### config.mk
export PLATFORM = sky130hd
export DESIGN_NAME = gpr_access_sequencer_flat
export DESIGN_NICKNAME = d
export VERILOG_FILES = /design/src/rtl/gpr_seq_pkg.sv /design/src/rtl/gpr_access_sequencer_if.sv /design/src/rtl/gpr_access_sequencer.sv /design/src/flat_wrapper.sv
export SDC_FILE = /design/constraint.sdc
export NUM_CORES = 1
export LEC_CHECK = 0
export CAP_MARGIN = 20
export CORE_MARGIN = 10
export CORE_UTILIZATION = 52
export DETAILED_ROUTE_END_ITERATION = 12
export GPL_ROUTABILITY_DRIVEN = 1
export MAX_ROUTING_LAYER = met4
export PLACE_DENSITY = 0.82
export SETUP_SLACK_MARGIN = 0.5
export SYNTH_ARGS = -nofsm -noshare
export SYNTH_HDL_FRONTEND = slang
export SYNTH_SLANG_ARGS = --single-unit
### constraint.sdc
create_clock -name clk -period 3.9 [get_ports clk]
set_input_delay 0.78 -clock clk [delete_from_list [all_inputs] [get_ports clk]]
set_output_delay 0.78 -clock clk [all_outputs]
set_load 0.01 [all_outputs]
### src/rtl/gpr_seq_pkg.sv
// Shared encodings for the GPR access sequencer: op/select codes, state encoding, latched command.
package gpr_seq_pkg;

  localparam int unsigned OP_W  = 2;
  localparam int unsigned SEL_W = 2;
  localparam int unsigned ST_W  = 3;

  localparam logic [OP_W-1:0] OP_WRITE = 2'b00;
  localparam logic [OP_W-1:0] OP_READ  = 2'b01;
  localparam logic [OP_W-1:0] OP_MOVE  = 2'b10;

  localparam logic [SEL_W-1:0] SEL_X   = 2'b00;
  localparam logic [SEL_W-1:0] SEL_Y   = 2'b01;
  localparam logic [SEL_W-1:0] SEL_ACC = 2'b10;
  localparam logic [SEL_W-1:0] SEL_INV = 2'b11;

  localparam logic [ST_W-1:0] ST_IDLE  = 3'd0;
  localparam logic [ST_W-1:0] ST_WR    = 3'd1;
  localparam logic [ST_W-1:0] ST_RD    = 3'd2;
  localparam logic [ST_W-1:0] ST_MV_RD = 3'd3;
  localparam logic [ST_W-1:0] ST_MV_WR = 3'd4;
  localparam logic [ST_W-1:0] ST_RESP  = 3'd5;

  typedef enum logic [ST_W-1:0] {
    S_IDLE  = ST_IDLE,
    S_WR    = ST_WR,
    S_RD    = ST_RD,
    S_MV_RD = ST_MV_RD,
    S_MV_WR = ST_MV_WR,
    S_RESP  = ST_RESP
  } state_e;

  // Command fields captured on the accept edge
  typedef struct packed {
    logic [OP_W-1:0]  op;
    logic [SEL_W-1:0] dst;
    logic [SEL_W-1:0] src;
    logic             err;
  } cmd_t;

endpackage

### src/rtl/gpr_access_sequencer_if.sv
// Command/response handshake plus GPR bank strobe bus for gpr_access_sequencer.
// ops_done exists only when GPR_SEQ_OPCOUNT_EN is defined.
interface gpr_access_sequencer_if #(
  parameter int unsigned DATA_W = 16
`ifdef GPR_SEQ_OPCOUNT_EN
  , parameter int unsigned CNT_W = 16
`endif
);
  import gpr_seq_pkg::*;

  logic              cmd_valid;
  logic              cmd_ready;
  logic [OP_W-1:0]   cmd_op;
  logic [SEL_W-1:0]  cmd_dst;
  logic [SEL_W-1:0]  cmd_src;
  logic [DATA_W-1:0] cmd_data;

  logic              rsp_valid;
  logic              rsp_ready;
  logic [DATA_W-1:0] rsp_data;
  logic              rsp_err;

  logic [DATA_W-1:0] gpr_data_in;
  logic              gpr_wr_x;
  logic              gpr_wr_y;
  logic              gpr_wr_acc;
  logic              gpr_rd_x;
  logic              gpr_rd_y;
  logic              gpr_rd_acc;
  logic [DATA_W-1:0] gpr_data_out;
  logic [DATA_W-1:0] gpr_data_out_acc;

`ifdef GPR_SEQ_OPCOUNT_EN
  logic [CNT_W-1:0]  ops_done;
`endif

  // Sequencer side
  modport slave (
    input  cmd_valid, cmd_op, cmd_dst, cmd_src, cmd_data,
    output cmd_ready,
    output rsp_valid, rsp_data, rsp_err,
    input  rsp_ready,
    output gpr_data_in, gpr_wr_x, gpr_wr_y, gpr_wr_acc,
    output gpr_rd_x, gpr_rd_y, gpr_rd_acc,
    input  gpr_data_out, gpr_data_out_acc
`ifdef GPR_SEQ_OPCOUNT_EN
    , output ops_done
`endif
  );

  // Control unit / bank side
  modport master (
    output cmd_valid, cmd_op, cmd_dst, cmd_src, cmd_data,
    input  cmd_ready,
    input  rsp_valid, rsp_data, rsp_err,
    output rsp_ready,
    input  gpr_data_in, gpr_wr_x, gpr_wr_y, gpr_wr_acc,
    input  gpr_rd_x, gpr_rd_y, gpr_rd_acc,
    output gpr_data_out, gpr_data_out_acc
`ifdef GPR_SEQ_OPCOUNT_EN
    , input ops_done
`endif
  );

endinterface

### src/rtl/gpr_access_sequencer.sv
// Command-driven master for the X/Y/ACC register bank: WRITE/READ/MOVE in, one-hot strobes out.
// Define GPR_SEQ_OPCOUNT_EN to add the wrapping ops_done response counter.
module gpr_access_sequencer
  import gpr_seq_pkg::*;
#(
  parameter int unsigned DATA_W = 16
`ifdef GPR_SEQ_OPCOUNT_EN
  , parameter int unsigned CNT_W = 16
`endif
) (
  input logic                   clk,
  input logic                   rst,
  gpr_access_sequencer_if.slave bus
);

  // One-hot {acc, y, x}; an invalid select decodes to no strobe
  function automatic logic [2:0] sel_onehot(input logic [SEL_W-1:0] sel);
    logic [2:0] oh;
    oh = 3'b000;
    case (sel)
      SEL_X:   oh = 3'b001;
      SEL_Y:   oh = 3'b010;
      SEL_ACC: oh = 3'b100;
      default: oh = 3'b000;
    endcase
    return oh;
  endfunction

  state_e            state_q, state_d;
  cmd_t              cmd_q, cmd_d;
  logic [DATA_W-1:0] wdata_q, wdata_d;
  logic [DATA_W-1:0] tmp_q, tmp_d;
  logic [DATA_W-1:0] data_in_q, data_in_d;
  logic [DATA_W-1:0] rsp_data_q, rsp_data_d;
  logic [2:0]        wr_q, wr_d;
  logic [2:0]        rd_q, rd_d;
  logic              rsp_valid_q, rsp_valid_d;
  logic              rsp_err_q, rsp_err_d;
  logic              rsp_fire;
  logic              acc_err;
  logic [DATA_W-1:0] rd_bus;

  // Legality of the incoming command; selects the op does not use are ignored
  always_comb begin
    acc_err = 1'b0;
    case (bus.cmd_op)
      OP_WRITE: acc_err = (bus.cmd_dst == SEL_INV);
      OP_READ:  acc_err = (bus.cmd_src == SEL_INV);
      OP_MOVE:  acc_err = (bus.cmd_dst == SEL_INV) || (bus.cmd_src == SEL_INV);
      default:  acc_err = 1'b1;
    endcase
  end

  assign rd_bus = (cmd_q.src == SEL_ACC) ? bus.gpr_data_out_acc : bus.gpr_data_out;

  // Next state and next registered outputs
  always_comb begin
    state_d     = state_q;
    cmd_d       = cmd_q;
    wdata_d     = wdata_q;
    tmp_d       = tmp_q;
    data_in_d   = data_in_q;
    rsp_data_d  = rsp_data_q;
    rsp_valid_d = rsp_valid_q;
    rsp_err_d   = rsp_err_q;
    wr_d        = 3'b000;
    rd_d        = 3'b000;
    rsp_fire    = 1'b0;

    case (state_q)
      S_IDLE: begin
        if (bus.cmd_valid) begin
          cmd_d   = '{op: bus.cmd_op, dst: bus.cmd_dst, src: bus.cmd_src, err: acc_err};
          wdata_d = bus.cmd_data;
          if (acc_err)                   state_d = S_RESP;
          else if (bus.cmd_op == OP_WRITE) state_d = S_WR;
          else if (bus.cmd_op == OP_READ)  state_d = S_RD;
          else                             state_d = S_MV_RD;
        end
      end
      S_WR: begin
        wr_d      = sel_onehot(cmd_q.dst);
        data_in_d = wdata_q;
        state_d   = S_RESP;
      end
      S_RD: begin
        rd_d    = sel_onehot(cmd_q.src);
        state_d = S_RESP;
      end
      S_MV_RD: begin
        rd_d    = sel_onehot(cmd_q.src);
        state_d = S_MV_WR;
      end
      S_MV_WR: begin
        // Read strobe is live this cycle; forward the bus straight to the write side
        wr_d      = sel_onehot(cmd_q.dst);
        data_in_d = rd_bus;
        tmp_d     = rd_bus;
        state_d   = S_RESP;
      end
      S_RESP: begin
        if (!rsp_valid_q) begin
          rsp_valid_d = 1'b1;
          rsp_err_d   = cmd_q.err;
          if (cmd_q.err)                  rsp_data_d = '0;
          else if (cmd_q.op == OP_READ)   rsp_data_d = rd_bus;
          else if (cmd_q.op == OP_MOVE)   rsp_data_d = tmp_q;
          else                            rsp_data_d = '0;
        end else if (bus.rsp_ready) begin
          rsp_valid_d = 1'b0;
          rsp_err_d   = 1'b0;
          rsp_data_d  = '0;
          rsp_fire    = 1'b1;
          state_d     = S_IDLE;
        end
      end
      default: state_d = S_IDLE;
    endcase
  end

  always_ff @(posedge clk or negedge rst) begin
    if (!rst) begin
      state_q     <= S_IDLE;
      cmd_q       <= '0;
      wdata_q     <= '0;
      tmp_q       <= '0;
      data_in_q   <= '0;
      rsp_data_q  <= '0;
      rsp_valid_q <= 1'b0;
      rsp_err_q   <= 1'b0;
      wr_q        <= 3'b000;
      rd_q        <= 3'b000;
    end else begin
      state_q     <= state_d;
      cmd_q       <= cmd_d;
      wdata_q     <= wdata_d;
      tmp_q       <= tmp_d;
      data_in_q   <= data_in_d;
      rsp_data_q  <= rsp_data_d;
      rsp_valid_q <= rsp_valid_d;
      rsp_err_q   <= rsp_err_d;
      wr_q        <= wr_d;
      rd_q        <= rd_d;
    end
  end

  assign bus.cmd_ready   = (state_q == S_IDLE);
  assign bus.rsp_valid   = rsp_valid_q;
  assign bus.rsp_data    = rsp_data_q;
  assign bus.rsp_err     = rsp_err_q;
  assign bus.gpr_data_in = data_in_q;
  assign bus.gpr_wr_x    = wr_q[0];
  assign bus.gpr_wr_y    = wr_q[1];
  assign bus.gpr_wr_acc  = wr_q[2];
  assign bus.gpr_rd_x    = rd_q[0];
  assign bus.gpr_rd_y    = rd_q[1];
  assign bus.gpr_rd_acc  = rd_q[2];

`ifdef GPR_SEQ_OPCOUNT_EN
  logic [CNT_W-1:0] ops_q;

  // Completed-response count, errors included, wraps naturally
  always_ff @(posedge clk or negedge rst) begin
    if (!rst)          ops_q <= '0;
    else if (rsp_fire) ops_q <= ops_q + CNT_W'(1);
  end

  assign bus.ops_done = ops_q;
`endif

endmodule

### src/flat_wrapper.sv
// flat-port wrapper written by rule: the top's interface ports become plain ports
module gpr_access_sequencer_flat import gpr_seq_pkg::*;
#(
  parameter int unsigned DATA_W = 16

)
  (clk, rst, bus_cmd_valid, bus_cmd_op, bus_cmd_dst, bus_cmd_src, bus_cmd_data, bus_cmd_ready, bus_rsp_valid, bus_rsp_data, bus_rsp_err, bus_rsp_ready, bus_gpr_data_in, bus_gpr_wr_x, bus_gpr_wr_y, bus_gpr_wr_acc, bus_gpr_rd_x, bus_gpr_rd_y, bus_gpr_rd_acc, bus_gpr_data_out, bus_gpr_data_out_acc);
  gpr_access_sequencer_if #(.DATA_W(DATA_W)) bus_i ();
  input logic clk;
  input logic rst;
  input wire logic [$bits(bus_i.cmd_valid)-1:0] bus_cmd_valid;
  input wire logic [$bits(bus_i.cmd_op)-1:0] bus_cmd_op;
  input wire logic [$bits(bus_i.cmd_dst)-1:0] bus_cmd_dst;
  input wire logic [$bits(bus_i.cmd_src)-1:0] bus_cmd_src;
  input wire logic [$bits(bus_i.cmd_data)-1:0] bus_cmd_data;
  output wire logic [$bits(bus_i.cmd_ready)-1:0] bus_cmd_ready;
  output wire logic [$bits(bus_i.rsp_valid)-1:0] bus_rsp_valid;
  output wire logic [$bits(bus_i.rsp_data)-1:0] bus_rsp_data;
  output wire logic [$bits(bus_i.rsp_err)-1:0] bus_rsp_err;
  input wire logic [$bits(bus_i.rsp_ready)-1:0] bus_rsp_ready;
  output wire logic [$bits(bus_i.gpr_data_in)-1:0] bus_gpr_data_in;
  output wire logic [$bits(bus_i.gpr_wr_x)-1:0] bus_gpr_wr_x;
  output wire logic [$bits(bus_i.gpr_wr_y)-1:0] bus_gpr_wr_y;
  output wire logic [$bits(bus_i.gpr_wr_acc)-1:0] bus_gpr_wr_acc;
  output wire logic [$bits(bus_i.gpr_rd_x)-1:0] bus_gpr_rd_x;
  output wire logic [$bits(bus_i.gpr_rd_y)-1:0] bus_gpr_rd_y;
  output wire logic [$bits(bus_i.gpr_rd_acc)-1:0] bus_gpr_rd_acc;
  input wire logic [$bits(bus_i.gpr_data_out)-1:0] bus_gpr_data_out;
  input wire logic [$bits(bus_i.gpr_data_out_acc)-1:0] bus_gpr_data_out_acc;
  assign bus_i.cmd_valid = bus_cmd_valid;
  assign bus_i.cmd_op = bus_cmd_op;
  assign bus_i.cmd_dst = bus_cmd_dst;
  assign bus_i.cmd_src = bus_cmd_src;
  assign bus_i.cmd_data = bus_cmd_data;
  assign bus_cmd_ready = bus_i.cmd_ready;
  assign bus_rsp_valid = bus_i.rsp_valid;
  assign bus_rsp_data = bus_i.rsp_data;
  assign bus_rsp_err = bus_i.rsp_err;
  assign bus_i.rsp_ready = bus_rsp_ready;
  assign bus_gpr_data_in = bus_i.gpr_data_in;
  assign bus_gpr_wr_x = bus_i.gpr_wr_x;
  assign bus_gpr_wr_y = bus_i.gpr_wr_y;
  assign bus_gpr_wr_acc = bus_i.gpr_wr_acc;
  assign bus_gpr_rd_x = bus_i.gpr_rd_x;
  assign bus_gpr_rd_y = bus_i.gpr_rd_y;
  assign bus_gpr_rd_acc = bus_i.gpr_rd_acc;
  assign bus_i.gpr_data_out = bus_gpr_data_out;
  assign bus_i.gpr_data_out_acc = bus_gpr_data_out_acc;
  gpr_access_sequencer #(.DATA_W(DATA_W)) u_core (.clk(clk), .rst(rst), .bus(bus_i));
endmodule
Yosys cells after proc, flatten, opt, wreduce, memory -nomap -nowiden. Index checks and enable logic that the tools add are counted.

Bits of input ports: 58. Output and inout port bits: 41. Memories: 0. Latch bits: 0. ROM bits: 0. Memory bits (writable): 0. Flip-flop bits (word level): 82.

Muxes and demuxes: 23. $add $sub $neg: 0. Reductions and logical operators: 12. Divide/modulo/power cells: 0. $mul: 0. Equality and inequality tests: 19. Bitwise operators: 0. Magnitude comparators: 0. Shift operators: 0.

Operators by type and width (number): $mux W16 (6); $pmux W16 S2 (1); $mux W3 (7); $pmux W3 S3 (2); $eq A2 B2 Y1 const B (6); $pmux W3 S4 (1); $eq A2 B1 Y1 const B (4); $eq A3 B2 Y1 const B (2); $eq A3 B3 Y1 const B (2); $logic_not A2 Y1 (3); $ne A2 B2 Y1 const B (3); $mux W1 (5); $reduce_and A2 Y1 (2); $reduce_or A2 Y1 (2); $eq A3 B1 Y1 const B (1); $logic_not A3 Y1 (1); $pmux W1 S3 (1); $reduce_and A3 Y1 (1); $reduce_or A3 Y1 (1); $ne A2 B1 Y1 const B (1); $reduce_bool A2 Y1 (1); $logic_or A1 B1 Y1 (1).

Logic depth before layout (Yosys ltp). Gate-level depths: netlist of run 1.

Word-level depth: 6. Depth in mapped cells: 6. Depth with buffers taken out: 3.

Worst setup path before layout of run 1. Ideal clock, no wire load.

Path type: input to register. From: input bus_cmd_valid. To: register u_core.cmd_q[2] (netlist name). Setup time: 0.125 ns. Buffers on the path: 1. Stages on the path: 3. Arrival: 1.605 ns. Path slack: 2.170 ns. Cells stage by stage: nor4b_4 buf_6 mux2_2.

Longest elaborated chain between the ends: 1.

Ends and longest elaborated chain: start: declaration (RTL line flat_wrapper.sv:11) `input wire logic [$bits(bus_i.cmd_valid)-1:0] bus_cmd_valid;`; $reduce_and A2 Y1 (no line); end signal: assignment (RTL line gpr_access_sequencer.sv:135) `cmd_q <= cmd_d;`; end: declaration (RTL line gpr_access_sequencer.sv:30) `cmd_t cmd_q, cmd_d;`.

Every way passes these cells. A chain may end at the register's enable or synchronous reset.

Final worst setup path of run 1.
From: register u_core.state_q[1]. To: output bus_cmd_ready.

Longest elaborated chain between the ends: 1.

Ends and longest elaborated chain: start: declaration (RTL line gpr_access_sequencer.sv:29) `state_e state_q, state_d;`; start signal: assignment (RTL line gpr_access_sequencer.sv:134) `state_q <= state_d;`; $logic_not A3 Y1 (RTL line gpr_access_sequencer.sv:147) `assign bus.cmd_ready = (state_q == S_IDLE);`; end: declaration (RTL line flat_wrapper.sv:16) `output wire logic [$bits(bus_i.cmd_ready)-1:0] bus_cmd_ready;`.

Every way passes these cells.

==> reports/metrics.csv, run 1 <==
metric;value;unit
grt_first_pass_wirelength;15000;µm
hold_path_startpoint;u_core.cmd_q[2]$_DFFE_PN0P_;
cts-root-buf;clkbuf_8;
hold_viol;0;
grtUsageTotal;17.4;%
synthDistinctLibCells;39;
rrSetupSlack;1.55;ns
cts_buffers;9;
cp_cell_sequence;nor3_2 > clkdlybuf4s50_1;
final.period_utilization;75.7;%
die_h;104;µm
powerDensity;716;mW/mm²
slowest_stage;dfrtp_1;
grt_pass1_vias;2833;
vias;2879;
wl;9370;µm
area_delta_synth_final;32.2;%
cp.arrival;2.17;ns
core_region_area;0.00687;mm²
hold_depth;1;
grt_max_degree;83;
p_total;3.50;mW
clockBufferDepth;2;
synth_seq_area_share;55.4;%
post-dp-hpwl;6900;µm
synth_nets;374;
worst_slack;0.947;ns
worstMarginPinSlew;1.04;ns
die_area;0.0109;mm²
design_area;0.00489;mm²
crit_fanout;31;
min_path_type;reg -> reg;
status;completed;
rr_worst_depth;3;
cts-hold-fix-buffers;0;
cts_sinks;82;
via_per_inst;5.69;
wire_per_inst;18.5;µm
synth_cells;316;
routabilityCongestion;0.836;
overflow;0;
startpoint_type;flop;
antenna_found_initial;0;
rows;30;
min_period;2.95;ns
ios;99;
setup_tns;0;ns
dr.first_iter.drc_count;186;
die_x;104;µm
maxSlewHeadroom;31.0;%
syn_area;0.00370;mm²
fin_util;71.2;%
crit_type;reg -> out;
p_leak;1.95;nW
yosysWarnings;0;
diodes;0;
layout.nets;463;
dp_slack;1.27;ns
clkLatencyLatePin;0.36;ns
ys_seq_elements;82;
cts_setup_buffers;0;
timing.rr.end;u_core.bus.rsp_data[13]$_DFFE_PN0P_;
clock_skew;0.00875;ns
cts_tree;yes;
maxCapViolCount;0;
drive_above_1_share;11.5;%
cts_resized;0;
min_to;u_core.rd_q[1]$_DFF_PN0_;
path_clk_slew;0.08;ns
setup_viol;0;
htree_num_levels;3;
drcViolationCount;0;
slew_violations;0;
peakVddDrop;0.371;mV
final_antenna_net_count;0;
initial_utilization;53.9;%
port_buffers;98;
max_freq;339;MHz
place_area;0.00467;mm²
required;3.12;ns
rr_startpoint;u_core.state_q[2]$_DFFE_PN0P_;
synth.avg_cell_area;11.7;µm²
slowest_delay;0.76;ns
end_kind;primary output;
rsz0062_at_grt;no;
dr.pass1.iters;4;
-- where the power goes --
part           total [mW]  internal, mW  leakage, nW  switching, mW
logic                1.44         0.717        0.841          0.724
clock network       0.601         0.297       0.0925          0.304
registers            1.46          1.20         1.02          0.262
total                3.50          2.21         1.95           1.29
-- area by class of cell --
cell class              instances  area (µm²)
multi-input cells             210        1500
clock inverters                 6        67.6
fillers                       528        1980
well taps                      96         120
clock buffers                  10         128
repair buffers                102        1020
flip-flops and latches         82        2050
-- worst max-delay path, delay by kind of cell (launching register included) --
| family | cells | cell delay, ns |
|---|---|---|
| buf+inv | 1 | 0.60 |
| simple gates | 1 | 0.43 |
| flops | 1 | 0.76 |
-- cells in the mapped netlist (all sizes together) --
cell type | number | area share, %
o221ai | 1 | 0.24
clkbuf | 8 | 0.81
nor4b | 4 | 1.4
and3b | 1 | 0.24
nor4bb | 1 | 0.27
o31ai | 1 | 0.20
mux2 | 22 | 6.7
buf | 16 | 3.4
and4bb | 1 | 0.34
o21ai | 35 | 4.7
and3 | 1 | 0.17
nor3b | 3 | 0.88
a21o | 2 | 0.41
a21bo | 1 | 0.27
nor2b | 3 | 0.51
a211oi | 1 | 0.20
xnor2 | 1 | 0.24
nor4 | 1 | 0.17
a22oi | 1 | 0.20
nand3b | 17 | 3.8
o211ai | 32 | 6.5
dfrtp | 82 | 55
a31o | 1 | 0.24
nor2 | 17 | 1.7
nand3 | 16 | 2.2
nor3 | 1 | 0.27
a21oi | 21 | 2.8
nand2 | 6 | 0.81
mux2i | 17 | 4.6
nand2b | 1 | 0.17
nand4 | 1 | 0.17
-- layer usage --
layer	track usage, %	wire [µm]	vias to the layer above
met3	3.90	392	16
met4	6.06	160	0
met2	27.4	4680	86
met1	21.6	4130	1425
met5	-	0	-
li1	-	-	1352
-- worst max path at each step --
stage	cells after the start	slack [ns]	endpoint	from
after floorplan	3	2.17	u_core.cmd_q[2]$_DFFE_PN0P_	bus_cmd_valid
after global placement	4	1.30	u_core.wdata_q[12]$_DFFE_PN0P_	bus_cmd_valid
after detailed placement	4	1.27	u_core.wdata_q[6]$_DFFE_PN0P_	bus_cmd_valid
after CTS	2	0.95	bus_cmd_ready	u_core.state_q[1]$_DFFE_PN0P_
after global routing	2	0.82	bus_cmd_ready	u_core.state_q[1]$_DFFE_PN0P_
final	2	0.95	bus_cmd_ready	u_core.state_q[1]$_DFFE_PN0P_
-- metrics by stage --
stage	cells	hold slack [ns]
floorplan	316	0.438
global placement	488	0.472
detailed placement	488	0.469
CTS	504	0.486
global route	506	0.518
finish	506	0.482
-- registers in the layout, indices dropped and copies added (netlist names) --
signal	flops
u_core.bus.rsp_data	16
u_core.tmp_q	16
u_core.cmd_q	7
u_core.state_q	3
u_core.bus.gpr_data_in	16
u_core.wr_q	3
u_core.wdata_q	16
u_core.bus.rsp_valid	1
u_core.rd_q	3
u_core.bus.rsp_err	1
-- cells in the final DEF, fill, tap and decap left out, types with 2 or more instances in the layout --
cell	count
a21oi_1	21
clkbuf_8	9
nand2_1	5
buf_4	3
nor4b_1	3
buf_8	2
mux2_1	4
nand3_1	16
o21ai_0	34
o211ai_1	32
mux2i_1	17
clkdlybuf4s50_1	97
a21o_1	2
nand3b_1	16
mux2_2	18
nor2b_1	2
clkinvlp_4	2
dfrtp_1	82
clkinv_4	2
nor2_1	17
-- cell families after synthesis --
group	after synthesis	synth area share [%]
buffers and inverters	24	4.19
xor gates and xnor gates	1	0.237
muxes	39	11.3
DFF	82	55.4
AOI/OAI and AO/OA	96	15.8
and+or+nand+nor	74	13.0
Note: power is estimated with default switching activity, not from simulation.
==> run 2: changes to the inputs <==
--- a/config.mk
+++ b/config.mk
@@ -7,11 +7,11 @@
 export LEC_CHECK = 0
 export CAP_MARGIN = 20
 export CORE_MARGIN = 10
-export CORE_UTILIZATION = 52
+export CORE_UTILIZATION = 48
 export DETAILED_ROUTE_END_ITERATION = 12
 export GPL_ROUTABILITY_DRIVEN = 1
 export MAX_ROUTING_LAYER = met4
-export PLACE_DENSITY = 0.82
+export PLACE_DENSITY = 0.76
 export SETUP_SLACK_MARGIN = 0.5
 export SYNTH_ARGS = -nofsm -noshare
 export SYNTH_HDL_FRONTEND = slang
==> constraint.sdc (replaced) <==
create_clock -name clk -period 2.8 [get_ports clk]
set_input_delay 0.56 -clock clk [delete_from_list [all_inputs] [get_ports clk]]
set_output_delay 0.56 -clock clk [all_outputs]
set_load 0.01 [all_outputs]
==> reports/metrics.csv, run 2 (synthesis gave the netlist of run 1 again) <==
metric;value;unit;change
final_antenna_net_count;0;;unchanged
wl;9900;µm;was 9370 µm
slew_violations;0;;unchanged
worst_slack;0.730;ns;was 0.947 ns
grt_first_pass_wirelength;15800;µm;was 15,000 µm
rsz0062_at_grt;no;;unchanged
p_leak;2.00;nW;was 1.95 nW
worstMarginPinSlew;1.07;ns;was 1.04 ns
startpoint_type;flop;;unchanged
antenna_found_initial;0;;unchanged
area_delta_synth_final;33.9;%;was 32.2%
maxSlewHeadroom;28.3;%;was 31.0%
path_buf_inv;1;;unchanged
die_x;108;µm;was 104 µm
via_per_inst;5.67;;was 5.69
fin_util;67.2;%;was 71.2%
clkPwrFrac;18.1;%;was 17.2%
final_common_cell;clkdlybuf4s50_1;;unchanged
powerDensity;1010;mW/mm²;was 716 mW/mm²
clkLatencyLatePin;0.35;ns;was 0.36 ns
cp.arrival;2.33;ns;was 2.17 ns
port_buffers;98;;unchanged
comb_power_share;42.6;%;was 41.1%
vias;2910;;was 2,879
max_freq;483;MHz;
rr_worst_depth;4;;was 3
critPathTopFamily;simple AND/OR/NAND/NOR gates;;was flip-flops
cts_tree;yes;;unchanged
hold_viol;0;;unchanged
rows;31;;was 30
p_sw_share;36.3;%;was 36.8%
routabilityCongestion;0.802;;was 0.836
rrSetupSlack;0.73;ns;was 1.55 ns
grt_max_degree;52;;was 83
power.switching;1.81;mW;was 1.29 mW
dr.first_iter.drc_count;174;;was 186
initial_utilization;50.2;%;was 53.9%
min_path_type;in -> async;;was reg -> reg
crit_type;reg -> reg;;was reg -> out
post-dp-hpwl;7270;µm;was 6900 µm
nFillCells;568;;was 528
cp_cell_sequence;buf_4 > and4bb_1 > nand2_4 > o211ai_1;;was nor3_2 > clkdlybuf4s50_1
drcViolationCount;0;;unchanged
dp_slack;0.496;ns;was 1.27 ns
clock_skew;0.00793;ns;was 0.00875 ns
grt_pass1_vias;2998;;was 2,833
required;3.06;ns;was 3.12 ns
drive_above_1_share;13.0;%;was 11.5%
cts_sinks;82;;unchanged
timing.hold.ws;0.228;ns;was 0.482 ns
setup_viol;0;;unchanged
peakVddDrop;0.666;mV;was 0.371 mV
slowest_delay;0.75;ns;was 0.76 ns
maxCapViolCount;0;;unchanged
setup_tns;0;ns;unchanged
layout.nets;468;;was 463
mostFrequentLayoutCells;clkdlybuf4s50_1 (96), dfrtp_1 (80), o21ai_0 (34);;was clkdlybuf4s50_1 (97), dfrtp_1 (82), o21ai_0 (34)
final.period_utilization;73.9;%;
slowest_stage;and4bb_1;;was dfrtp_1
cts_buffers;9;;unchanged
wire_per_inst;19.3;µm;was 18.5 µm
cts-root-buf;clkbuf_8;;unchanged
diodes;0;;unchanged
core_region_area;0.00737;mm²;was 0.00687 mm²
seq_power_share;39.3;%;was 41.7%
path_clk_slew;0.08;ns;about the same
dr.pass1.iters;4;;unchanged
timing.rr.end;u_core.bus.rsp_data[15]$_DFFE_PN0P_;;was u_core.bus.rsp_data[13]$_DFFE_PN0P_
end_kind;flop;;was primary output
die_h;108;µm;was 104 µm
rr_startpoint;u_core.state_q[2]$_DFFE_PN0P_;;unchanged
power.internal;3.17;mW;was 2.21 mW
die_area;0.0116;mm²;was 0.0109 mm²
status;completed;;unchanged
clockBufferDepth;2;;unchanged
crit_fanout;28;;was 31
overflow;0;;unchanged
htree_num_levels;3;;unchanged
min_period;2.07;ns;
grtUsageTotal;17.5;%;was 17.4%
ios;99;;unchanged
==> run 2: power by group through the flow <==
stage | combinational, mW | sequential, mW | clock, mW
after floorplan | 1.28 | 1.99 | 0
after global placement | 2.04 | 1.97 | 0
after detailed placement | 2.09 | 1.99 | 0
after CTS | 2.14 | 1.95 | 0.916
after global routing | 2.32 | 2.01 | 0.962
final | 2.12 | 1.96 | 0.902
==> run 2: worst max path at each step <==
stage | depth (start not counted) | from | slack, ns | end
after floorplan | 4 | u_core.state_q[0]$_DFFE_PN0P_ | 1.27 | u_core.cmd_q[2]$_DFFE_PN0P_
after global placement | 4 | bus_rsp_ready | 0.56 | u_core.bus.rsp_data[0]$_DFFE_PN0P_
after detailed placement | 4 | bus_rsp_ready | 0.50 | u_core.bus.rsp_data[15]$_DFFE_PN0P_
after CTS | 2 | u_core.state_q[1]$_DFFE_PN0P_ | 0.51 | bus_cmd_ready
after global routing | 4 | u_core.state_q[2]$_DFFE_PN0P_ | 0.60 | u_core.bus.rsp_data[12]$_DFFE_PN0P_
final | 4 | u_core.state_q[2]$_DFFE_PN0P_ | 0.73 | u_core.bus.rsp_data[15]$_DFFE_PN0P_
==> run 2: area by class of cell <==
type / instances / area [µm²] / share of cell area, %
Sequential cell: 82 / 2050 / 41.5
Clock buffer: 9 / 124 / 2.50
Tap cell: 99 / 124 / 2.50
Timing Repair Buffer: 107 / 1060 / 21.4
Clock inverter: 6 / 82.6 / 1.67
Multi-Input combinational cell: 210 / 1510 / 30.5
==> run 2: routing by layer <==
layer / up-vias / global-route usage [%] / part of all wire, % / routed length, µm
met1: 1460 / 20.9 / 41 / 4090
met3: 9 / 4.43 / 5.4 / 532
li1: 1355 / - / - / -
met2: 86 / 29.1 / 52 / 5190
met5: - / - / 0 / 0
met4: 0 / 4.10 / 0.90 / 89
==> run 2: what timing repair did <==
action / in CTS / in global routing
hold buffers: 0 / 0
setup endpoints to repair: 1 / 1
buffers inserted: 1 / 0
resized for setup: 3 / 1
hold endpoints to repair: 0 / 0
==> run 2: worst reg2reg max path: stages, from the launching register on <==
cell and delay, ns:
dfrtp_1 0.39, buf_4 0.30, and4bb_1 0.75, nand2_4 0.29
o211ai_1 0.26
==> run 2: stage by stage <==
| step | cells | area [µm²] | total power, mW |
|---|---|---|---|
| after floorplan | 316 | 3700 | 3.26 |
| after global placement | 497 | 4730 | 4.01 |
| final | 513 | 4950 | 4.98 |
| after global routing | 513 | 4950 | 5.29 |
| after detailed placement | 497 | 4730 | 4.08 |
| after CTS | 513 | 4950 | 5.01 |
